## src/rtl/nonce_seed_arbiter.sv

```systemverilog
// nonce_seed_arbiter
// Shares one free-running 27-trit (54-bit) random source among NUM_REQ PoW
// workers. Grants are round-robin and spaced at least GAP cycles apart, so
// every seed is built from bits the source has not shown before. Illegal
// trit codes (2'b10) are cleared to 2'b00 and flagged.
//
// Ports:
//   i_clk        rising-edge clock
//   i_rst        synchronous active-high reset
//   i_enable     allows grants; the cooldown counter keeps running when low
//   i_rnd_trits  random trit word, trit k = {bit 2k+1, bit 2k}
//   i_req        level request per worker, held until its grant is seen
//   o_gnt        one-hot single-cycle grant pulse (registered)
//   o_seed       sanitised seed, loaded on each grant and held until the next
//   o_seed_valid high for exactly the o_gnt cycle
//   o_bad_trit   sticky flag: an illegal code was sampled into a seed
//   o_ready      cooldown expired (decoded from the state register)
module nonce_seed_arbiter #(
  parameter int NUM_REQ = 4,
  parameter int GAP     = 54
) (
  input  logic               i_clk,
  input  logic               i_rst,
  input  logic               i_enable,
  input  logic [53:0]        i_rnd_trits,
  input  logic [NUM_REQ-1:0] i_req,
  output logic [NUM_REQ-1:0] o_gnt,
  output logic [53:0]        o_seed,
  output logic               o_seed_valid,
  output logic               o_bad_trit,
  output logic               o_ready
);

  localparam int                 PTR_W = $clog2(NUM_REQ);
  localparam logic [7:0]         GAP_C = 8'(GAP);
  localparam logic [NUM_REQ-1:0] ONE_C = NUM_REQ'(1);

  typedef enum logic [0:0] {
    ST_COOLDOWN = 1'b0,
    ST_READY    = 1'b1
  } state_t;

  state_t           state_r, state_next_s;
  logic [7:0]       cnt_r, cnt_next_s;
  logic [PTR_W-1:0] ptr_r, ptr_next_s, winner_s;
  logic             grant_s;
  logic [53:0]      clean_s;
  logic             bad_s;

  // Clear every 2'b10 trit to 2'b00; legal codes pass unchanged.
  function automatic logic [53:0] sanitise(input logic [53:0] w);
    logic [53:0] r;
    r = w;
    for (int k = 0; k < 27; k++) begin
      if (w[2*k +: 2] == 2'b10) r[2*k +: 2] = 2'b00;
      else                      r[2*k +: 2] = w[2*k +: 2];
    end
    return r;
  endfunction

  // True when any trit of the word carries the illegal 2'b10 code.
  function automatic logic has_bad(input logic [53:0] w);
    logic b;
    b = 1'b0;
    for (int k = 0; k < 27; k++) begin
      b = b | (w[2*k +: 2] == 2'b10);
    end
    return b;
  endfunction

  // Round-robin pick: rotate the request vector so ptr lands at bit 0, take
  // the lowest set bit, then rotate the offset back into requester space.
  function automatic logic [PTR_W-1:0] rr_pick(input logic [NUM_REQ-1:0] req,
                                               input logic [PTR_W-1:0]   ptr);
    logic [NUM_REQ-1:0] rot;
    logic [PTR_W-1:0]   off;
    logic [PTR_W:0]     sum;
    rot = NUM_REQ'({req, req} >> ptr);
    off = '0;
    for (int i = NUM_REQ - 1; i >= 0; i--) begin
      if (rot[i]) off = PTR_W'(i);
      else        off = off;
    end
    sum = {1'b0, ptr} + {1'b0, off};
    if (sum >= (PTR_W+1)'(NUM_REQ)) sum = sum - (PTR_W+1)'(NUM_REQ);
    else                            sum = sum;
    return sum[PTR_W-1:0];
  endfunction

  // State register: FSM state, cooldown counter and round-robin pointer.
  always_ff @(posedge i_clk) begin
    if (i_rst) begin
      state_r <= ST_COOLDOWN;
      cnt_r   <= 8'd0;
      ptr_r   <= '0;
    end else begin
      state_r <= state_next_s;
      cnt_r   <= cnt_next_s;
      ptr_r   <= ptr_next_s;
    end
  end

  // Next-state logic. READY is exactly "counter at GAP", which also covers
  // GAP=1 where the post-grant load of 1 is already the expired value.
  always_comb begin
    cnt_next_s = cnt_r;
    ptr_next_s = ptr_r;
    case (state_r)
      ST_COOLDOWN: begin
        if (cnt_r < GAP_C) cnt_next_s = cnt_r + 8'd1;
        else               cnt_next_s = cnt_r;
      end
      ST_READY: begin
        if (grant_s) begin
          cnt_next_s = 8'd1;
          if (winner_s == PTR_W'(NUM_REQ - 1)) ptr_next_s = '0;
          else                                 ptr_next_s = winner_s + PTR_W'(1);
        end else begin
          cnt_next_s = cnt_r;
        end
      end
      default: begin
        cnt_next_s = 8'd0;
        ptr_next_s = '0;
      end
    endcase
    if (cnt_next_s == GAP_C) state_next_s = ST_READY;
    else                     state_next_s = ST_COOLDOWN;
  end

  // Output decode: ready flag, grant decision, winner and sanitised word.
  always_comb begin
    o_ready  = (state_r == ST_READY);
    winner_s = rr_pick(i_req, ptr_r);
    grant_s  = o_ready && i_enable && (|i_req);
    clean_s  = sanitise(i_rnd_trits);
    bad_s    = has_bad(i_rnd_trits);
  end

  // Registered grant, seed and sticky bad-trit outputs.
  always_ff @(posedge i_clk) begin
    if (i_rst) begin
      o_gnt        <= '0;
      o_seed       <= 54'd0;
      o_seed_valid <= 1'b0;
      o_bad_trit   <= 1'b0;
    end else begin
      o_seed_valid <= grant_s;
      if (grant_s) begin
        o_gnt      <= ONE_C << winner_s;
        o_seed     <= clean_s;
        o_bad_trit <= o_bad_trit | bad_s;
      end else begin
        o_gnt      <= '0;
      end
    end
  end

endmodule

```

## config.mk

```make
export PLATFORM = sky130hd
export DESIGN_NAME = nonce_seed_arbiter
export DESIGN_NICKNAME = d
export VERILOG_FILES = /design/src/rtl/nonce_seed_arbiter.sv
export SDC_FILE = /design/constraint.sdc
export NUM_CORES = 1
export LEC_CHECK = 0
export CAP_MARGIN = 20
export CORE_UTILIZATION = 35
export CTS_CLUSTER_SIZE = 10
export DETAILED_ROUTE_END_ITERATION = 10
export GPL_TIMING_DRIVEN = 0
export PLACE_DENSITY = 0.67
export SLEW_MARGIN = 40
export SYNTH_ARGS = -nofsm -noshare
export SYNTH_HDL_FRONTEND = slang
export SYNTH_SLANG_ARGS = --single-unit
```

## constraint.sdc

```tcl
create_clock -name i_clk -period 2.69 [get_ports i_clk]
set_clock_uncertainty 0.05 [all_clocks]
set_input_delay 0.4035 -clock i_clk [delete_from_list [all_inputs] [get_ports i_clk]]
set_output_delay 0.4035 -clock i_clk [all_outputs]
set_load 0.01 [all_outputs]
```

==> impl_metrics.toml <==
[outcome]
status = "finished clean"

[cts]
holdBufCountCts = 0
clockBufferDepth = 2
cts_tree = "built"
cts_sinks = 71
clk_pin_slew_worst_paths_ps = 80
clockRootBuffer = "clkbuf_8"
clkLatencyLatePin_ps = 350
cts_resized = 0
post_cts_buffers = 0
cts-buffers-inserted = 9
htreeDepth = 3

[synthesis]
ys.flop_type = "dfxtp_1"
synth-xor-area-share_pct = 1.71
synthMuxAreaShare_pct = 0.666
async_reset_ff_share_pct = 0
synth-edff-count = 0
yosys_register_bits = 71
synthesis.nets = 450
synth_top_family_by_area = "simple AND/OR/NAND/NOR gates"
syn_inst = 387
synth.avg_cell_area_um2 = 7.77
synth_warnings = 0
yosysSeqAreaShare_pct = 47.3
synth_cell_types = 46
synth_compound_area_share_pct = 18.5
synth-adder-area-share_pct = 0.832
synth-simple-area-share_pct = 23.6
synthesis.area_mm2 = 0.00301

[sta]
setup_slack_ps = 277
max_freq_ghz = 0.414
slew_headroom_pct = 60.7
rsz0062_at_grt = "false"
whs_ps = 402
fin_crit_ps = 2410
worst-slew-pin-transition_ps = 589
fin_crit_sh_pct = 89.7
finalHoldViolCount = 0
setup_violations = 0
drv_slew = 0

[setup_path]
reg2reg_depth = 8
worstPathMaxFanout = 5
r2r_start = "ptr_r[0]$_SDFFE_PP0P_"
cpPeakStageDelay_ps = 550
cp.arrival_ps = 2640
ff2ff_setup_slack_ps = 490
crit_chain = "clkdlybuf4s50_1, inv_1, o311a_1, o21ai_0, ha_1, xnor2_1, xnor2_1, or3_1, a21oi_1"
required_ps = 2920
crit_path_frequent_cell = "xnor2_1"
worstSetupPathType = "in2reg"
critPathCaptureType = "flop"
start_kind = "input pin"
rr_endpoint = "ptr_r[1]$_SDFFE_PP0P_"
cpMaxStageDelayCell = "clkdlybuf4s50_1"

[pwr]
intPower_mw = 1.87
sw_frac_of_total_pct = 21.5
switchingPower_mw = 0.513
pwr-share-seq_pct = 44.4
p_per_area_mw_per_mm2 = 519
ir_drop_mv = 0.297
p_comb_share_pct = 8.2
cellLeakagePower_nw = 1.61
p_clk_share_pct = 47.4
power_mw = 2.39

[route]
drc = 0
viasPerCell = 5.04
wl_per_cell_um = 14.9
vias = 3159
drt-pass1-iter-count = 5
drt-total-wl_um = 9370
final_antenna_net_count = 0
drtIter0Drc = 278

[placement]
io_buffers = 119
gp_congestion = 0.918
pre_cts_ws_ps = -87.3
dp_hpwl_um = 6940

[finish]
area_growth_pct = 52.9
final_common_cell = "clkdlybuf4s50_1"
nets = 580
fillers = 789
drive_above_1_share_pct = 5.36
utilization_pct = 55.7
diodes = 0
final_cell_mix = "clkdlybuf4s50_1 (119), nand2_1 (84), dfxtp_1 (71), a21oi_1 (58), nand3_1 (32)"

[floorplanning]
die_w_um = 94.7
core_area_mm2 = 0.00826
std_cell_rows = 33
die-area_mm2 = 0.00897
initial_core_util_pct = 36.4
die_h_um = 94.7
pin_count = 122

[job]
cap_viol_max_count = 0

[global_routing]
grt.overflow.total = 0
track_usage_pct = 21.6
grt_pass1_wl_um = 14700
grt_max_degree = 14
grt_pass1_vias = 2953
antenna_found_initial = 0

[min_path]
whs_endpoint = "o_seed[21]$_SDFFE_PP0P_"
hp-class = "reg2reg"
min_from = "o_seed[21]$_SDFFE_PP0P_"
hold_depth = 2
[sequential cells by signal, summed over array words and instances, names as in the netlist]
signal / flops
o_seed: 54
cnt_r: 8
o_gnt: 4
ptr_r: 2
o_bad_trit: 1
o_ready: 1
o_seed_valid: 1
[power by group through the flow]
| stage | sequential (mW) | combinational [mW] | clock [mW] |
|---|---|---|---|
| after floorplan | 1.08 | 0.0674 | 0 |
| after global placement | 1.08 | 0.193 | 0 |
| after detailed placement | 1.08 | 0.193 | 0 |
| after CTS | 1.06 | 0.195 | 1.15 |
| after global routing | 1.06 | 0.214 | 1.20 |
| final | 1.06 | 0.195 | 1.13 |
[worst max path at each step]
stage                   from               endpoint  slack, ps  cells after the start
floorplan           i_req[0]  ptr_r[1]$_SDFFE_PP0P_        540                     10
global placement    i_req[3]  ptr_r[1]$_SDFFE_PP0P_        -70                      9
detailed placement  i_req[3]  ptr_r[1]$_SDFFE_PP0P_        -90                      9
CTS                 i_req[3]  ptr_r[1]$_SDFFE_PP0P_        270                      9
global route        i_req[3]  ptr_r[1]$_SDFFE_PP0P_         60                      9
finish              i_req[3]  ptr_r[1]$_SDFFE_PP0P_        280                      9
[per-layer routing]
layer	global-route usage, %	wire, um
met5	0	0
met4	9.85	231
met3	6.60	854
met2	33.6	4230
met1	27.4	4050
[worst max-delay path, delay by kind of cell]
family | cells | cell delay [ps]
AOI/OAI and AO/OA | 3 | 630
xor gates and xnor gates | 2 | 320
adders and majority gates | 1 | 310
buffers and inverters | 2 | 650
and+or+nand+nor | 1 | 310
[logic make-up (layout without fill, tap and decap cells)]
kind of cell,after synthesis,after routing
AO/OA/AOI/OAI,94,94
flip-flops,71,71
XOR/XNOR,5,5
AND/OR/NAND/NOR,158,158
buffers and inverters,55,190
adder cells (fa/ha/maj),2,2
multiplexers,2,2
[stage by stage]
| step | setup TNS (ps) | instance area [um2] | cells |
|---|---|---|---|
| detailed placement | -87.3 | 4330 | 611 |
| global placement | -68.1 | 4330 | 611 |
| finish | 0 | 4600 | 627 |
| global route | 0 | 4600 | 627 |
| CTS | 0 | 4600 | 627 |
| floorplan | 0 | 3010 | 387 |
[area by class of cell]
type                            count  area (um2)  share of cell area [%]
Sequential cell                    71        1420                    30.9
Multi-Input combinational cell    261        1360                    29.6
Timing Repair Buffer              119        1190                    25.9
Clock inverter                      7         145                    3.16
Tap cell                          105         131                    2.86
Clock buffer                        9         124                    2.69
Inverter                           30         113                    2.45
Buffer                             25         111                    2.42
[synth_stat cells (all sizes together), types with 5 or more instances]
library cell	n	share of area (%)
a21oi	59	9.9
buf	6	1.3
clkbuf	19	2.4
dfxtp	71	47
inv	30	3.7
nand2	84	10
nand3	32	5.3
nor2	16	2.0
nor3	9	1.7
o21ai	5	0.83
o22ai	10	2.1
No activity file was read; power rests on OpenSTA's default activity.
